--- src/rtl/text_console.sv ---
// Character-mode console: 12x4 glyph buffer fed by host byte commands, plus a
// fixed two-cycle pixel pipeline through an external registered font ROM.
module text_console #(
    parameter int unsigned COLS       = 12,
    parameter int unsigned ROWS       = 4,
    parameter int unsigned BLINK_BITS = 22,
    parameter logic [7:0]  FG         = 8'hff,
    parameter logic [7:0]  BG         = 8'h00
) (
    input  logic        clk,
    input  logic        reset,
    input  logic [7:0]  x,
    input  logic [5:0]  y,
    output logic [7:0]  color,
    output logic [11:0] font_addr,
    input  logic [7:0]  font_data,
    input  logic        cmd_valid,
    input  logic [7:0]  cmd_data,
    output logic        cmd_ready,
    output logic        busy,
    output logic [3:0]  cursor_col,
    output logic [1:0]  cursor_row
);
    localparam int unsigned NCELLS   = COLS * ROWS;
    localparam logic [7:0]  SPACE    = 8'h20;
    localparam logic [5:0]  LAST     = 6'(NCELLS - 1);
    localparam logic [5:0]  COPY_END = 6'(NCELLS - COLS);
    localparam logic [3:0]  LASTCOL  = 4'(COLS - 1);
    localparam logic [1:0]  LASTROW  = 2'(ROWS - 1);

    typedef enum logic [1:0] {S_CLEAR, S_IDLE, S_SCROLL} state_e;

    state_e                state_q, state_d;
    logic [5:0]            cnt_q, cnt_d;
    logic [3:0]            col_q, col_d;
    logic [1:0]            row_q, row_d;
    logic [BLINK_BITS-1:0] blink_q, blink_d;
    logic [7:0]            buf_q [NCELLS];
    logic [7:0]            buf_d [NCELLS];

    logic       wr_en;
    logic [5:0] wr_addr;
    logic [7:0] wr_data;
    logic [5:0] cursor_idx;
    logic [5:0] src_idx;

    logic [3:0] pcol;
    logic [1:0] prow;
    logic [5:0] ridx;
    logic       blank_s0;
    logic       inv_s0;

    logic [7:0] char_q, char_d;
    logic [3:0] grow_q, grow_d;
    logic [2:0] bit1_q, bit1_d;
    logic       blank1_q, blank1_d;
    logic       inv1_q, inv1_d;
    logic [2:0] bit2_q, bit2_d;
    logic       blank2_q, blank2_d;
    logic       inv2_q, inv2_d;
    logic       pix;

    // Display pipeline: address stage, then ROM data stage.
    always_comb begin
        pcol     = x[6:3];
        prow     = y[5:4];
        blank_s0 = (x >= 8'(COLS * 8)) || ({1'b0, y} >= 7'(ROWS * 16));
        ridx     = blank_s0 ? '0 : 6'(32'(prow) * COLS + 32'(pcol));
        inv_s0   = (pcol == col_q) && (prow == row_q) && blink_q[BLINK_BITS-1];

        char_d   = buf_q[ridx];
        grow_d   = y[3:0];
        bit1_d   = x[2:0];
        blank1_d = blank_s0;
        inv1_d   = inv_s0;

        bit2_d   = bit1_q;
        blank2_d = blank1_q;
        inv2_d   = inv1_q;

        font_addr = {char_q, grow_q};
        pix       = font_data[~bit2_q] ^ inv2_q;
        color     = (blank2_q || !pix) ? BG : FG;
    end

    always_comb begin
        state_d    = state_q;
        cnt_d      = cnt_q;
        col_d      = col_q;
        row_d      = row_q;
        blink_d    = blink_q + BLINK_BITS'(1);
        wr_en      = 1'b0;
        wr_addr    = cnt_q;
        wr_data    = SPACE;
        cmd_ready  = 1'b0;
        busy       = 1'b1;
        cursor_idx = 6'(32'(row_q) * COLS + 32'(col_q));
        src_idx    = 6'(32'(cnt_q) + COLS);

        case (state_q)
            S_CLEAR: begin
                wr_en = 1'b1;
                col_d = '0;
                row_d = '0;
                if (cnt_q == LAST) begin
                    state_d = S_IDLE;
                    cnt_d   = '0;
                end else begin
                    cnt_d = cnt_q + 6'd1;
                end
            end
            S_IDLE: begin
                cmd_ready = 1'b1;
                busy      = 1'b0;
                if (cmd_valid) begin
                    if (cmd_data >= 8'h20 && cmd_data <= 8'h7e) begin
                        wr_en   = 1'b1;
                        wr_addr = cursor_idx;
                        wr_data = cmd_data;
                        if (col_q == LASTCOL) begin
                            col_d = '0;
                            if (row_q == LASTROW) begin
                                state_d = S_SCROLL;
                                cnt_d   = '0;
                            end else begin
                                row_d = row_q + 2'd1;
                            end
                        end else begin
                            col_d = col_q + 4'd1;
                        end
                    end else begin
                        case (cmd_data)
                            8'h0a: begin
                                col_d = '0;
                                if (row_q == LASTROW) begin
                                    state_d = S_SCROLL;
                                    cnt_d   = '0;
                                end else begin
                                    row_d = row_q + 2'd1;
                                end
                            end
                            8'h0d: col_d = '0;
                            8'h08: begin
                                if (col_q != '0) begin
                                    col_d   = col_q - 4'd1;
                                    wr_en   = 1'b1;
                                    wr_addr = cursor_idx - 6'd1;
                                end
                            end
                            8'h0c: begin
                                state_d = S_CLEAR;
                                cnt_d   = '0;
                            end
                            default: ;
                        endcase
                    end
                end
            end
            S_SCROLL: begin
                wr_en = 1'b1;
                col_d = '0;
                row_d = LASTROW;
                if (cnt_q < COPY_END) wr_data = buf_q[src_idx];
                if (cnt_q == LAST) begin
                    state_d = S_IDLE;
                    cnt_d   = '0;
                end else begin
                    cnt_d = cnt_q + 6'd1;
                end
            end
            default: state_d = S_CLEAR;
        endcase
    end

    always_comb begin
        buf_d = buf_q;
        if (wr_en) buf_d[wr_addr] = wr_data;
    end

    // Buffer needs no reset: CLEAR always sweeps it after reset.
    always_ff @(posedge clk) begin
        buf_q <= buf_d;
        if (reset) begin
            state_q  <= S_CLEAR;
            cnt_q    <= '0;
            col_q    <= '0;
            row_q    <= '0;
            blink_q  <= '0;
            char_q   <= '0;
            grow_q   <= '0;
            bit1_q   <= '0;
            blank1_q <= 1'b1;
            inv1_q   <= 1'b0;
            bit2_q   <= '0;
            blank2_q <= 1'b1;
            inv2_q   <= 1'b0;
        end else begin
            state_q  <= state_d;
            cnt_q    <= cnt_d;
            col_q    <= col_d;
            row_q    <= row_d;
            blink_q  <= blink_d;
            char_q   <= char_d;
            grow_q   <= grow_d;
            bit1_q   <= bit1_d;
            blank1_q <= blank1_d;
            inv1_q   <= inv1_d;
            bit2_q   <= bit2_d;
            blank2_q <= blank2_d;
            inv2_q   <= inv2_d;
        end
    end

    assign cursor_col = col_q;
    assign cursor_row = row_q;

endmodule

--- config.mk ---
export PLATFORM = sky130hd
export DESIGN_NAME = text_console
export DESIGN_NICKNAME = d
export VERILOG_FILES = /design/src/rtl/text_console.sv
export SDC_FILE = /design/constraint.sdc
export NUM_CORES = 1
export LEC_CHECK = 0
export ABC_CLOCK_PERIOD_IN_PS = 14290
export CAP_MARGIN = 10
export CELL_PAD_IN_SITES_DETAIL_PLACEMENT = 1
export CELL_PAD_IN_SITES_GLOBAL_PLACEMENT = 1
export CORE_UTILIZATION = 43
export DETAILED_ROUTE_END_ITERATION = 8
export DONT_BUFFER_PORTS = 1
export PLACE_DENSITY_LB_ADDON = 0.1
export SLEW_MARGIN = 20
export SYNTH_ARGS = -nofsm -noshare
export SYNTH_HDL_FRONTEND = slang
export SYNTH_SLANG_ARGS = --single-unit
--- constraint.sdc ---
create_clock -name clk -period 14.29 [get_ports clk]
set_input_delay 1.429 -clock clk [delete_from_list [all_inputs] [get_ports clk]]
set_output_delay 1.429 -clock clk [all_outputs]
set_load 0.02 [all_outputs]
Yosys cells after proc, flatten, opt, wreduce, memory -nomap -nowiden --
Cells that the tools add are included.
Cells by class: add/sub/neg operators 9, multiply operators 2, magnitude comparators 9, equal/unequal tests 18, mux-type cells 55, bitwise gates (word level) 5, reductions and logical operators 16
Operators with widths (count):
- bitwise mux 384 bit | 1
- binary-select mux 8 bit (select 6 bit) | 2
- two-way mux 8 bit | 9
- two-way mux 6 bit | 11
- demux 8 bit (select 6 bit) | 1
- equality test 8 x 4 -> 1 bit (second input constant) | 4
- one-hot mux 6 bit (2 select lines) | 2
- adder 22 x 1 -> 22 bit (second input constant) | 1
- greater-or-equal comparator 7 bit (second input constant) | 3
- inverter 6 -> 7 bit | 3
- two-way mux 2 bit | 10
- two-way mux 4 bit | 4
- one-hot mux 4 bit (2 select lines) | 2
- one-hot mux 8 bit (2 select lines) | 1
- AND reduction 4 bit | 4
- adder 6 x 4 -> 6 bit | 2
- greater-or-equal comparator 8 x 6 -> 1 bit (second input constant) | 1
- greater-or-equal comparator 8 x 7 -> 1 bit (second input constant) | 1
- less-or-equal comparator 8 x 7 -> 1 bit (second input constant) | 1
- multiplier 2 x 2 -> 4 bit (second input constant) | 2
- != test 4 bit (second input constant) | 2
- one-hot mux 2 bit (2 select lines) | 2
- less-than comparator 7 x 1 -> 1 bit (second input constant) | 1
- two-way mux 1 bit | 7
- other kinds (32) | 37
Word-level totals: register bits 442, word-level logic and storage cells 175

Logic depth before layout (Yosys ltp) --
Gate-level depths: netlist of run 1.
depth in word-level cells 14, gate-level depth with buffers 12

Worst setup path after synthesis of run 1 --
OpenSTA, ideal clock, no wires.
path type register to register, start point register cnt_q[2], end point register buf_q[101] in the netlist's numbering (data pin), library setup time 0.594 ns, arrival time 4.207 ns, required time 13.696 ns, setup slack 9.488 ns, stages on the path, launching flop included 9, path buffers 4, cells stage by stage dfxtp_1 clkbuf_1 buf_1 inv_1 ha_1 clkbuf_1 clkbuf_1 o311ai_0 o31ai_1
RTL lines:
- start: declaration | line 34 | logic [5:0] cnt_q, cnt_d;
- start signal: assignment | line 199 | cnt_q <= cnt_d;
- adder 6 x 4 -> 6 bit | line 98 | src_idx = 6'(32'(cnt_q) + COLS);
- inverter 6 -> 7 bit (not written as such) | line 163 | if (cnt_q < COPY_END) wr_data = buf_q[src_idx];
- binary-select mux 8 bit (select 6 bit) | line 163
- two-way mux 8 bit (not written as such) (2 in a row) | line 163
- two-way mux 8 bit (*) | line 163
- one-hot mux 8 bit (2 select lines) (*) | line 100 | case (state_q)
- named net wr_data[5] | line 43 | logic [7:0] wr_data;
- bitwise mux 384 bit (*) | line 177 | if (wr_en) buf_d[wr_addr] = wr_data;
- end signal: assignment | line 182 | buf_q <= buf_d;
- end: declaration | line 38 | logic [7:0] buf_q [NCELLS];
The timed path passes the listed nets; every way through them passes the cells marked *. The select of a mux whose other input is x is not followed. A chain may end at the register's enable or synchronous reset.

Final worst setup path of run 1 --
start point register cnt_q[0], end point register buf_q[383] in the netlist's numbering (data pin)
Same word-level chain as after synthesis.

==> insert_results.sql, run 1 <==
INSERT INTO impl_metrics (metric_group, metric, value, unit) VALUES
('logic_synthesis', 'dominantRegCellSynth', 'edfxtp_1', ''),
('grt', 'globalRouteTotalUtil', '0.2940', ''),
('placed_design', 'gp_congestion', '0.9059', ''),
('critical_path', 'worst-endpoint-arrival', '5.18', 'ns'),
('placed_design', 'placement.io_buffers', '0', ''),
('clock_tree', 'cts_post_setup_buffers_inserted', '0', ''),
('pwr', 'power_per_cell_area', '131.6', 'nW/um^2'),
('clock_tree', 'tritoncts', 'done', ''),
('routing', 'drt_iter0_markers', '1956', ''),
('final_layout', 'layout.cells.most_common', 'edfxtp_1', ''),
('grt', 'globalRoute.totalOverflow', '0', ''),
('logic_synthesis', 'post_synth_num_cell_types', '77', ''),
('clock_tree', 'clk_latency', '0.61', 'ns'),
('routing', 'detailroute.via_count', '15030', ''),
('pwr', 'power_leakage', '7.451', 'nW'),
('grt', 'grt_pass1_vias', '15120', ''),
('clock_tree', 'path_clk_slew', '0.06', 'ns'),
('die', 'ioPinCount', '61', ''),
('critical_path', 'worst_setup_path_start_kind', 'flip-flop', ''),
('die', 'fp.dieArea', '52220', 'um^2'),
('critical_path', 'worst-r2r-cell-count', '7', ''),
('grt', 'grt_start_max_net_pins', '161', ''),
('logic_synthesis', 'async_flop_share', '0', ''),
('logic_synthesis', 'synth_fp_nets', '1638', ''),
('final_layout', 'flow.area_growth_from_synthesis', '10.13', '%'),
('die', 'placementRows', '82', ''),
('hold_path', 'hold-path-endpoint', 'blank2_q', ''),
('die', 'coreArea', '50380', 'um^2'),
('critical_path', 'crit_type', 'flip-flop to flip-flop', ''),
('critical_path', 'critPathCaptureType', 'flip-flop', ''),
('hold_path', 'worstHoldPathType', 'flip-flop to flip-flop', ''),
('logic_synthesis', 'synth_edf_count', '384', ''),
('timing', 'tightestPinTransition', '1.188', 'ns'),
('placed_design', 'place.detailed.hpwl', '51190', 'um'),
('critical_path', 'critical_path_peak_fanout', '40', ''),
('timing', 'fmax', '204.7', 'MHz'),
('final_layout', 'drive_above_1_share', '0.1800', ''),
('logic_synthesis', 'synth.ff_latch_count', '442', ''),
('flow_run', 'drv.max_cap_violation_count', '0', ''),
('clock_tree', 'post_cts_hold_buffer_count', '0', ''),
('timing', 'setup_violations', '0', ''),
('logic_synthesis', 'post_synth_instance_area', '22060', 'um^2'),
('die', 'die-height', '228.5', 'um'),
('hold_path', 'hold_sp', 'blank1_q', ''),
('timing', 'setup_tns', '0', 'ns'),
('outcome', 'run_status', 'finished clean', ''),
('clock_tree', 'number_of_buffers_on_the_longest_clock_path', '3', ''),
('routing', 'viasPerCell', '6.663', ''),
('logic_synthesis', 'synth-seq-area-share', '0.5752', ''),
('critical_path', 'rr_endpoint', 'buf_q[383]', ''),
('pwr', 'p_total', '3.199', 'mW'),
('critical_path', 'reg2reg_from', 'cnt_q[0]', ''),
('die', 'start_util', '0.4380', ''),
('timing', 'slew_headroom', '0.1876', ''),
('routing', 'finalWirelength', '75980', 'um'),
('routing', 'drcViolationCount', '0', ''),
('clock_tree', 'cts_made_buffers', '50', ''),
('timing', 'final_hold_viol_count', '0', ''),
('clock_tree', 'cts.root.buffer_cell', 'clkbuf_16', ''),
('timing', 'slew_viol_final', '0', ''),
('logic_synthesis', 'synthCells', '1585', ''),
('placed_design', 'placement.setup.worst_slack', '8.936', 'ns'),
('critical_path', 'r2r_slack', '9.41', 'ns'),
('timing', 'finalClockSkew', '0.02495', 'ns'),
('timing', 'rsz0062_at_grt', 'no', ''),
('final_layout', 'final_core_utilization', '0.4824', ''),
('logic_synthesis', 'avgSynthCellArea', '13.92', 'um^2'),
('grt', 'grt_first_pass_wirelength', '110900', 'um'),
('routing', 'number_of_nets_with_antenna_violations_after_detailed_routing', '0', ''),
('pwr', 'worst_ir_drop_vdd', '0.09955', 'mV'),
('final_layout', 'antennaDiodeCount', '0', '');
worst max-delay path by stage:
| stage | cells past startpoint | from | endpoint | slack, ns |
|---|---|---|---|---|
| final | 7 | cnt_q[0] | buf_q[383] | 9.41 |
| after global routing | 8 | cnt_q[1] | buf_q[383] | 9.24 |
| after CTS | 7 | cnt_q[1] | buf_q[184] | 9.34 |
| after detailed placement | 6 | cmd_data[4] | buf_q[127] | 8.94 |
| after global placement | 6 | cmd_data[4] | buf_q[188] | 8.99 |
| after floorplan | 8 | cnt_q[2] | buf_q[101] | 9.49 |
per-stage QoR:
stage                     cell area (um^2)  cells
after floorplan                      22060   1585
after global placement               22700   2165
after detailed placement             22700   2165
after CTS                            24300   2255
after global routing                 24300   2255
final                                24300   2255
routing by layer:
metal / wire length, um / track usage / share of wire / vias to the layer above
li1: - / - / - / 6275
met1: 31800 / 0.4158 / 0.42 / 7770
met2: 34850 / 0.4574 / 0.46 / 852
met3: 6918 / 0.05701 / 0.091 / 126
met4: 2397 / 0.09270 / 0.032 / 2
met5: 13 / 0 / 0.00017 / -
critical path, stage by stage (launching register included):
cell	delay (ns)
dfxtp_4	0.79
buf_4	0.71
mux4_2	0.64
and2_1	0.18
a2111oi_0	1.01
a2111oi_0	0.17
a21o_1	0.53
buf_4	0.42
synthesized netlist by cell type, drive strengths merged, types with 8 or more instances:
master,count,area [um^2]
xor2,15,131.4
and3,35,219.0
o32ai,13,113.9
nand2b,12,75.07
nor2b,26,162.7
a31oi,13,81.33
nand2,72,270.3
a221oi,9,78.83
nand3b,8,60.06
nor2,115,431.7
or3,10,67.56
a22oi,13,97.59
o211ai,22,165.2
a21o,9,67.56
and2,13,81.33
o22ai,22,137.6
ha,18,225.2
mux2i,59,590.6
inv,37,138.9
o31ai,8,60.06
buf,37,181.4
a211oi,25,187.7
xnor2,16,140.1
o221ai,9,91.34
nand3,32,160.2
edfxtp,384,11530
mux4,136,3063
o21ai,54,270.3
clkbuf,89,334.1
dfxtp,58,1161
mux2,20,225.2
o311ai,8,70.07
nor3,27,135.1
a21oi,48,240.2
cell type report:
cell class	instances	area, um^2
clock buffer	62	1318
clock inverter	28	280.3
fill	4946	26080
inverter	37	138.9
multi-input combinational	980	8767
sequential	442	12700
tap	672	840.8
timing repair buffer	34	255.2
power by group:
part / internal [mW] / total (mW) / switching, mW
registers: 1.42 / 1.47 / 0.0451
clock network: 0.742 / 1.28 / 0.536
logic: 0.177 / 0.451 / 0.274
total: 2.34 / 3.20 / 0.855
registers in the layout (all words and copies together), names as in the netlist:
signal / cells
inv2_q: 1
char_q: 8
bit2_q: 3
cursor_col: 4
blank1_q: 1
cursor_row: 2
buf_q: 384
blink_q: 22
inv1_q: 1
state_q: 2
bit1_q: 3
blank2_q: 1
grow_q: 4
cnt_q: 6
logic make-up (layout without fill, tap and decap cells):
| family | count (synthesis) | in the layout | synth area share |
|---|---|---|---|
| AO/OA/AOI/OAI | 317 | 317 | 0.1021 |
| adder cells (fa/ha/maj) | 20 | 20 | 0.01202 |
| multiplexers | 215 | 215 | 0.1758 |
| buffers and inverters | 163 | 161 | 0.02966 |
| AND/OR/NAND/NOR | 397 | 397 | 0.09288 |
| XOR/XNOR | 31 | 31 | 0.01231 |
| flip-flops | 442 | 442 | 0.5752 |
(Power assumes the default switching activity.)
==> run 2, diff against run 1 <==
--- a/config.mk
+++ b/config.mk
@@ -5,7 +5,8 @@
 export SDC_FILE = /design/constraint.sdc
 export NUM_CORES = 1
 export LEC_CHECK = 0
-export ABC_CLOCK_PERIOD_IN_PS = 14290
+export ABC_AREA = 1
+export ABC_CLOCK_PERIOD_IN_PS = 4400
 export CAP_MARGIN = 10
 export CELL_PAD_IN_SITES_DETAIL_PLACEMENT = 1
 export CELL_PAD_IN_SITES_GLOBAL_PLACEMENT = 1
==> constraint.sdc (replaced) <==
create_clock -name clk -period 4.4 [get_ports clk]
set_input_delay 0.44 -clock clk [delete_from_list [all_inputs] [get_ports clk]]
set_output_delay 0.44 -clock clk [all_outputs]
set_load 0.02 [all_outputs]
==> run 2 against run 1 <==
Via count increased by 40%; critical path type unchanged; flip-flop and latch count unchanged; critical endpoint is now buf_q[368]; largest cell class unchanged; global-route usage grew 1.9 points; first-iteration DRC count is 1.6% lower; clock skew grew 0.00080 ns; sequential power rose to 3.5 times the previous value; critical path depth grew 3; hold slack lost 0.35 ns; clock power rose to 3.2 times the previous value.
==> insert_results.sql, run 2 <==
INSERT INTO impl_metrics (metric_group, metric, value, unit) VALUES
('die', 'placementRows', '85', ''),
('routing', 'wire_length_per_cell', '25.16', 'um'),
('die', 'coreArea', '54350', 'um^2'),
('logic_synthesis', 'yosys_warnings', '0', ''),
('placed_design', 'postPlaceCellArea', '24800', 'um^2'),
('clock_tree', 'number_of_buffers_on_the_longest_clock_path', '3', ''),
('routing', 'number_of_nets_with_antenna_violations_after_detailed_routing', '0', ''),
('logic_synthesis', 'synth_edf_count', '384', ''),
('placed_design', 'placement.io_buffers', '0', ''),
('logic_synthesis', 'cell_type_with_the_largest_total_area_after_synthesis', 'edfxtp_1', ''),
('final_layout', 'final_cell_area', '26520', 'um^2'),
('die', 'ioPinCount', '61', ''),
('grt', 'globalRouteTotalUtil', '0.3135', ''),
('critical_path', 'r2r_slack', '0.73', 'ns'),
('final_layout', 'layout.cells.most_common', 'nand3_1', ''),
('timing', 'share_of_the_cycle_needed_by_the_critical_path_after_routing', '0.8351', ''),
('critical_path', 'worst-endpoint-arrival', '3.92', 'ns'),
('die', 'die-height', '237.5', 'um'),
('timing', 'slew_viol_final', '0', ''),
('clock_tree', 'cts.root.buffer_cell', 'clkbuf_16', ''),
('logic_synthesis', 'synth.ff_latch_count', '442', ''),
('routing', 'drt_iter0_markers', '1924', ''),
('pwr', 'power_leakage', '10.69', 'nW'),
('critical_path', 'cpLargestDelayFamily', 'simple AND/OR/NAND/NOR gates', ''),
('grt', 'grt_first_pass_wirelength', '132400', 'um'),
('pwr', 'p_total', '14.60', 'mW'),
('pwr', 'power_per_cell_area', '550.5', 'nW/um^2'),
('clock_tree', 'clk_latency', '0.62', 'ns'),
('die', 'start_util', '0.4388', ''),
('clock_tree', 'clock_sink_count', '442', ''),
('logic_synthesis', 'synth_area_leaders', 'edfxtp_1 48%, nand3_1 9.8%, nand2_1 7.3%', ''),
('logic_synthesis', 'post-synth-top-area-fraction', '0.4835', ''),
('clock_tree', 'tritoncts', 'done', ''),
('clock_tree', 'cts_made_buffers', '50', ''),
('timing', 'final_hold_viol_count', '0', ''),
('logic_synthesis', 'yosys.cell_count.top_type', 'nand3_1', ''),
('critical_path', 'cp_cell_sequence', 'ha_1 -> fa_1 -> nand4_1 -> o21ai_0 -> nand2_1 -> nor2_1 -> o21ai_2 -> inv_2 -> nand3_2 -> nor2_1', ''),
('final_layout', 'fillerInstances', '6331', ''),
('critical_path', 'critical_path_peak_fanout', '8', ''),
('die', 'fp.dieArea', '56410', 'um^2'),
('final_layout', 'register_containing_the_most_flip_flops_in_the_final_layout', 'buf_q', ''),
('grt', 'number_of_antenna_violations_at_the_first_check_in_global_routing', '0', ''),
('logic_synthesis', 'post_synth_num_cell_types', '50', ''),
('logic_synthesis', 'async_flop_share', '0', ''),
('logic_synthesis', 'synth_fp_nets', '2862', ''),
('timing', 'period_minus_slack', '3.674', 'ns'),
('clock_tree', 'path_clk_slew', '0.06', 'ns'),
('critical_path', 'worst_ep_required_time', '4.64', 'ns'),
('critical_path', 'worst_setup_path_start_kind', 'flip-flop', ''),
('pwr', 'worst_ir_drop_vdd', '0.3660', 'mV'),
('clock_tree', 'cts_repair_resize_count', '0', ''),
('critical_path', 'cp_slowest_cell', 'nor2_1', ''),
('timing', 'tightestPinTransition', '1.198', 'ns'),
('flow_run', 'drv.max_cap_violation_count', '0', ''),
('final_layout', 'layout_top_registers', 'buf_q: 384 flops, blink_q: 22 flops, char_q: 8 flops', ''),
('logic_synthesis', 'post_synth_instance_area', '23850', 'um^2'),
('hold_path', 'worstHoldPathType', 'primary input to flip-flop', ''),
('critical_path', 'buf_inv_stages_crit_path', '1', ''),
('logic_synthesis', 'yosys-top-cells-count', '468 x nand3_1, 461 x nand2_1, 384 x edfxtp_1, 357 x inv_1, 254 x o21ai_0', ''),
('grt', 'globalRoute.totalOverflow', '0', ''),
('final_layout', 'drive_above_1_share', '0.08333', ''),
('timing', 'setup_tns', '0', 'ns'),
('critical_path', 'critPathCaptureType', 'flip-flop', ''),
('placed_design', 'placement.setup.worst_slack', '0.7135', 'ns'),
('final_layout', 'largest_register_ffs', '384', ''),
('grt', 'grt_start_max_net_pins', '103', ''),
('logic_synthesis', 'dominantRegCellSynth', 'edfxtp_1', ''),
('critical_path', 'delay_of_the_slowest_critical_path_stage', '0.68', 'ns'),
('timing', 'slew_headroom', '0.2016', ''),
('timing', 'layout_setup_ws', '0.7255', 'ns'),
('routing', 'dr.pass1.iters', '7', ''),
('timing', 'finalClockSkew', '0.02575', 'ns'),
('placed_design', 'gp_congestion', '0.9198', ''),
('logic_synthesis', 'synth-seq-area-share', '0.5322', ''),
('logic_synthesis', 'avgSynthCellArea', '8.490', 'um^2'),
('routing', 'detailroute.via_count', '20960', ''),
('critical_path', 'crit_type', 'flip-flop to flip-flop', ''),
('timing', 'setup_violations', '0', ''),
('final_layout', 'layout.cells.most_common_list', '467 x nand3_1, 457 x nand2_1, 384 x edfxtp_1', ''),
('routing', 'finalWirelength', '88970', 'um'),
('clock_tree', 'htreeDepth', '2', ''),
('grt', 'grt_pass1_vias', '21180', ''),
('die', 'x_dimension_of_the_die', '237.5', 'um'),
('routing', 'viasPerCell', '5.928', ''),
('final_layout', 'flow.area_growth_from_synthesis', '11.20', '%'),
('placed_design', 'place.detailed.hpwl', '56060', 'um'),
('timing', 'fmax', '272.1', 'MHz'),
('critical_path', 'critical_path.most_common_cell', 'nor2_1', ''),
('logic_synthesis', 'synthCells', '2809', ''),
('outcome', 'run_status', 'finished clean', ''),
('timing', 'rsz0062_at_grt', 'no', ''),
('final_layout', 'nNetsFinal', '2808', ''),
('final_layout', 'final_core_utilization', '0.4880', ''),
('routing', 'drcViolationCount', '0', '');
## run 2: cell type report
type	count	area, um^2	area share
repair buffers	87	909.6	0.03430
well taps	739	924.6	0.03487
clock buffers	71	1391	0.05247
inverters	373	1403	0.05289
flip-flops and latches	442	12700	0.4789
multi-input cells	1801	8981	0.3387
diodes	1	2.502	0.00009436
clock inverters	22	206.4	0.007785
## run 2: what timing repair did
action | in CTS | in global routing
setup buffers | 0 | 0
endpoints found under the hold margin | 36 | 0
hold buffers | 9 | 0
endpoints found under the setup margin | 0 | 0
## run 2: through the flow
step	instances	hold slack, ns
after CTS	3534	0.04340
after global routing	3535	0.08115
after floorplan	2809	0.3883
final	3536	0.06947
after global placement	3431	0.3918
after detailed placement	3432	0.4005
## run 2: worst register-to-register path, stage by stage, from the launching register on
cell and delay (ns):
dfxtp_1 0.53, ha_1 0.35, fa_1 0.59, nand4_1 0.18, o21ai_0 0.23, nand2_1 0.09
nor2_1 0.14, o21ai_2 0.11, inv_2 0.12, nand3_2 0.27, nor2_1 0.69
## run 2: logic make-up after synthesis
| logic type | Yosys count | synth area share |
|---|---|---|
| simple gates | 1252 | 0.2412 |
| buf+inv | 566 | 0.09527 |
| compound gates | 515 | 0.1151 |
| flops | 442 | 0.5322 |
| fa+ha+maj | 20 | 0.01112 |
| xor+xnor | 14 | 0.005141 |
## run 2: path summary, 6_finish.rpt
check                      from    endpoint  depth (start not counted)
setup / recovery  cursor_row[1]  buf_q[368]                         10
hold / removal             x[6]      inv1_q                          3
setup reg to reg  cursor_row[1]  buf_q[368]                         10
hold reg to reg       bit1_q[0]   bit2_q[0]                          2
## run 2: layer usage
metal / GRT usage / routed length [um] / share of wire
met1: 0.4202 / 37540 / 0.42
met2: 0.5121 / 41490 / 0.47
met3: 0.04750 / 6744 / 0.076
met5: 0 / 0 / 0
met4: 0.1198 / 3196 / 0.036
## run 2: power breakdown
part / total, mW / switching (mW) / leakage (nW) / internal (mW)
clock network: 4.13 / 1.75 / 0.784 / 2.38
logic: 5.33 / 3.90 / 6.03 / 1.43
registers: 5.14 / 0.214 / 3.88 / 4.93
==> run 3, diff against run 2 <==
--- a/config.mk
+++ b/config.mk
@@ -6,7 +6,7 @@
 export NUM_CORES = 1
 export LEC_CHECK = 0
 export ABC_AREA = 1
-export ABC_CLOCK_PERIOD_IN_PS = 4400
+export ABC_CLOCK_PERIOD_IN_PS = 3700
 export CAP_MARGIN = 10
 export CELL_PAD_IN_SITES_DETAIL_PLACEMENT = 1
 export CELL_PAD_IN_SITES_GLOBAL_PLACEMENT = 1
==> constraint.sdc (replaced) <==
create_clock -name clk -period 3.7 [get_ports clk]
set_input_delay 0.37 -clock clk [delete_from_list [all_inputs] [get_ports clk]]
set_output_delay 0.37 -clock clk [all_outputs]
set_load 0.02 [all_outputs]
==> run 3 against run 2 <==
Sequential share of layout area fell by 0.96 points; total power rose by 22%; critical path depth rose by 2; hold slack barely moved; global-route usage rose by 0.62 points; register-to-register slack got worse by 0.37 ns; sequential power rose by 18%; cell count rose by 1.3%; cell area rose by 2.0%; via count rose by 0.99%; critical path type unchanged.
==> insert_results.sql, run 3 (same netlist as run 2, synthesis figures left out) <==
INSERT INTO impl_metrics (metric_group, metric, value, unit) VALUES
('routing', 'detailroute.via_count', '21170', ''),
('timing', 'fin_hold_ws', '0.06933', 'ns'),
('critical_path', 'r2r_slack', '0.35', 'ns'),
('timing', 'period_minus_slack', '3.346', 'ns'),
('pwr', 'p_total', '17.85', 'mW'),
('clock_tree', 'tritoncts', 'done', ''),
('die', 'coreArea', '54350', 'um^2'),
('critical_path', 'cp_cell_sequence', 'inv_1 -> ha_1 -> fa_1 -> xnor2_1 -> xor2_1 -> nand2_1 -> nand3_1 -> nand2_1 -> o21ai_2 -> nand3_2 -> nor2_1 -> buf_4', ''),
('timing', 'finalClockSkew', '0.03223', 'ns'),
('placed_design', 'placement.setup.worst_slack', '0.3771', 'ns'),
('critical_path', 'worst_setup_path_start_kind', 'flip-flop', ''),
('clock_tree', 'cts_post_setup_buffers_inserted', '0', ''),
('clock_tree', 'cts_made_buffers', '50', ''),
('placed_design', 'postPlaceCellArea', '25230', 'um^2'),
('critical_path', 'critPathCaptureType', 'flip-flop', ''),
('routing', 'finalWirelength', '89350', 'um'),
('final_layout', 'layout.cells.most_common', 'nand3_1', ''),
('critical_path', 'cp_slowest_cell', 'nand3_2', ''),
('die', 'start_util', '0.4388', ''),
('critical_path', 'delay_of_the_slowest_critical_path_stage', '0.43', 'ns'),
('final_layout', 'nNetsFinal', '2858', ''),
('timing', 'slew_viol_final', '0', ''),
('critical_path', 'critical_path_peak_fanout', '8', ''),
('grt', 'grt_pass1_vias', '21570', ''),
('critical_path', 'worst_ep_required_time', '4.03', 'ns'),
('placed_design', 'placement.io_buffers', '0', ''),
('clock_tree', 'number_of_buffers_on_the_longest_clock_path', '3', ''),
('timing', 'rsz0062_at_grt', 'no', ''),
('grt', 'grt_start_max_net_pins', '121', ''),
('timing', 'final_hold_viol_count', '0', ''),
('clock_tree', 'clk_latency', '0.62', 'ns'),
('grt', 'grt_first_pass_wirelength', '135400', 'um'),
('die', 'fp.dieArea', '56410', 'um^2'),
('routing', 'number_of_nets_with_antenna_violations_after_detailed_routing', '0', ''),
('timing', 'layout_setup_ws', '0.3537', 'ns'),
('routing', 'drcViolationCount', '0', ''),
('pwr', 'power_per_cell_area', '659.7', 'nW/um^2'),
('routing', 'dr.pass1.iters', '5', ''),
('die', 'die-height', '237.5', 'um'),
('critical_path', 'critical_path.most_common_cell', 'nand2_1', ''),
('routing', 'viasPerCell', '5.908', ''),
('grt', 'globalRouteTotalUtil', '0.3197', ''),
('clock_tree', 'cts.root.buffer_cell', 'clkbuf_16', ''),
('final_layout', 'flow.area_growth_from_synthesis', '13.47', '%'),
('critical_path', 'worst-endpoint-arrival', '3.67', 'ns'),
('placed_design', 'gp_congestion', '0.9117', ''),
('grt', 'globalRoute.totalOverflow', '0', ''),
('timing', 'slew_headroom', '0.3479', ''),
('final_layout', 'fillerInstances', '6347', ''),
('final_layout', 'final_cell_area', '27060', 'um^2'),
('final_layout', 'layout_top_registers', 'buf_q: 384 flops, blink_q: 22 flops, char_q: 8 flops', ''),
('pwr', 'worst_ir_drop_vdd', '0.4568', 'mV'),
('final_layout', 'antennaDiodeCount', '0', ''),
('routing', 'wire_length_per_cell', '24.94', 'um'),
('timing', 'setup_violations', '0', ''),
('die', 'placementRows', '85', ''),
('hold_path', 'worstHoldPathType', 'primary input to flip-flop', ''),
('final_layout', 'register_containing_the_most_flip_flops_in_the_final_layout', 'buf_q', ''),
('critical_path', 'crit_type', 'flip-flop to flip-flop', ''),
('clock_tree', 'htreeDepth', '2', ''),
('timing', 'tightestPinTransition', '0.9744', 'ns'),
('clock_tree', 'cts_repair_resize_count', '0', ''),
('final_layout', 'drive_above_1_share', '0.1030', ''),
('pwr', 'power_leakage', '11.01', 'nW'),
('grt', 'number_of_antenna_violations_at_the_first_check_in_global_routing', '2', ''),
('final_layout', 'largest_register_ffs', '384', ''),
('die', 'x_dimension_of_the_die', '237.5', 'um'),
('final_layout', 'layout.cells.most_common_list', '467 x nand3_1, 457 x nand2_1, 384 x edfxtp_1', ''),
('timing', 'share_of_the_cycle_needed_by_the_critical_path_after_routing', '0.9044', ''),
('timing', 'setup_tns', '0', 'ns'),
('clock_tree', 'clock_sink_count', '442', ''),
('timing', 'fmax', '298.8', 'MHz'),
('flow_run', 'drv.max_cap_violation_count', '0', ''),
('die', 'ioPinCount', '61', ''),
('placed_design', 'place.detailed.hpwl', '58630', 'um'),
('outcome', 'run_status', 'finished clean', ''),
('routing', 'drt_iter0_markers', '1938', ''),
('clock_tree', 'path_clk_slew', '0.07', 'ns');
==> run 3: cell count changes in the layout (fill, tap and decap cells not counted), moves of 2 or more <==
cell	change
buf_4	+45
clkinvlp_4	+7
clkbuf_4	+2
clkinv_8	+2
clkbuf_1	-11
buf_12	+5
clkinv_1	-2
bufinv_16	+3
==> run 3: power breakdown <==
| group | total [mW] | internal (mW) | leakage [nW] | switching, mW |
|---|---|---|---|---|
| combinational | 6.55 | 1.84 | 6.31 | 4.71 |
| clock | 5.22 | 3.07 | 0.824 | 2.15 |
| sequential | 6.09 | 5.86 | 3.88 | 0.229 |
==> run 3: final timing paths <==
| check | from | endpoint | cells after the start |
|---|---|---|---|
| hold reg to reg | inv1_q | inv2_q | 2 |
| setup / recovery | cursor_row[0] | buf_q[359] | 12 |
| hold / removal | reset | char_q[3] | 2 |
| setup reg to reg | cursor_row[0] | buf_q[359] | 12 |
==> run 3: layout make-up <==
cell class,count,area (um^2),share of cell area
Multi-Input combinational cell,1801,8981,0.3319
Clock inverter,29,345.3,0.01276
Clock buffer,62,1376,0.05086
Timing Repair Buffer,137,1330,0.04915
Sequential cell,442,12700,0.4693
Inverter,373,1403,0.05183
Tap cell,739,924.6,0.03417
==> run 3: metal layers <==
layer,track usage,part of all wire,wire length [um],vias up
met2,0.5166,0.47,41680,829
met4,0.1316,0.040,3590,0
met1,0.4335,0.43,38240,10540
met5,0,0,0,-
met3,0.04297,0.065,5837,178
li1,-,-,-,9617
==> run 3: repair_timing <==
item / in CTS / in global routing
hold buffers: 10 / 0
endpoints found under the hold margin: 36 / 0
setup endpoints to repair: 0 / 0
==> run 3: critical path: cells and delay by family, from the launching register on <==
family,cells,cell delay (ns)
flip-flops,1,0.33
buffers and inverters,2,0.26
XOR/XNOR,2,0.56
adder cells (fa/ha/maj),2,0.76
AO/OA/AOI/OAI,1,0.13
AND/OR/NAND/NOR,5,1.04
==> run 3: metrics by stage <==
stage	instances	util
2_1_floorplan	2809	-
3_3_place_gp	3482	0.4642
3_5_place_dp	3482	0.4642
4_1_cts	3583	0.4979
5_1_grt	3583	0.4979
6_report	3583	0.4979
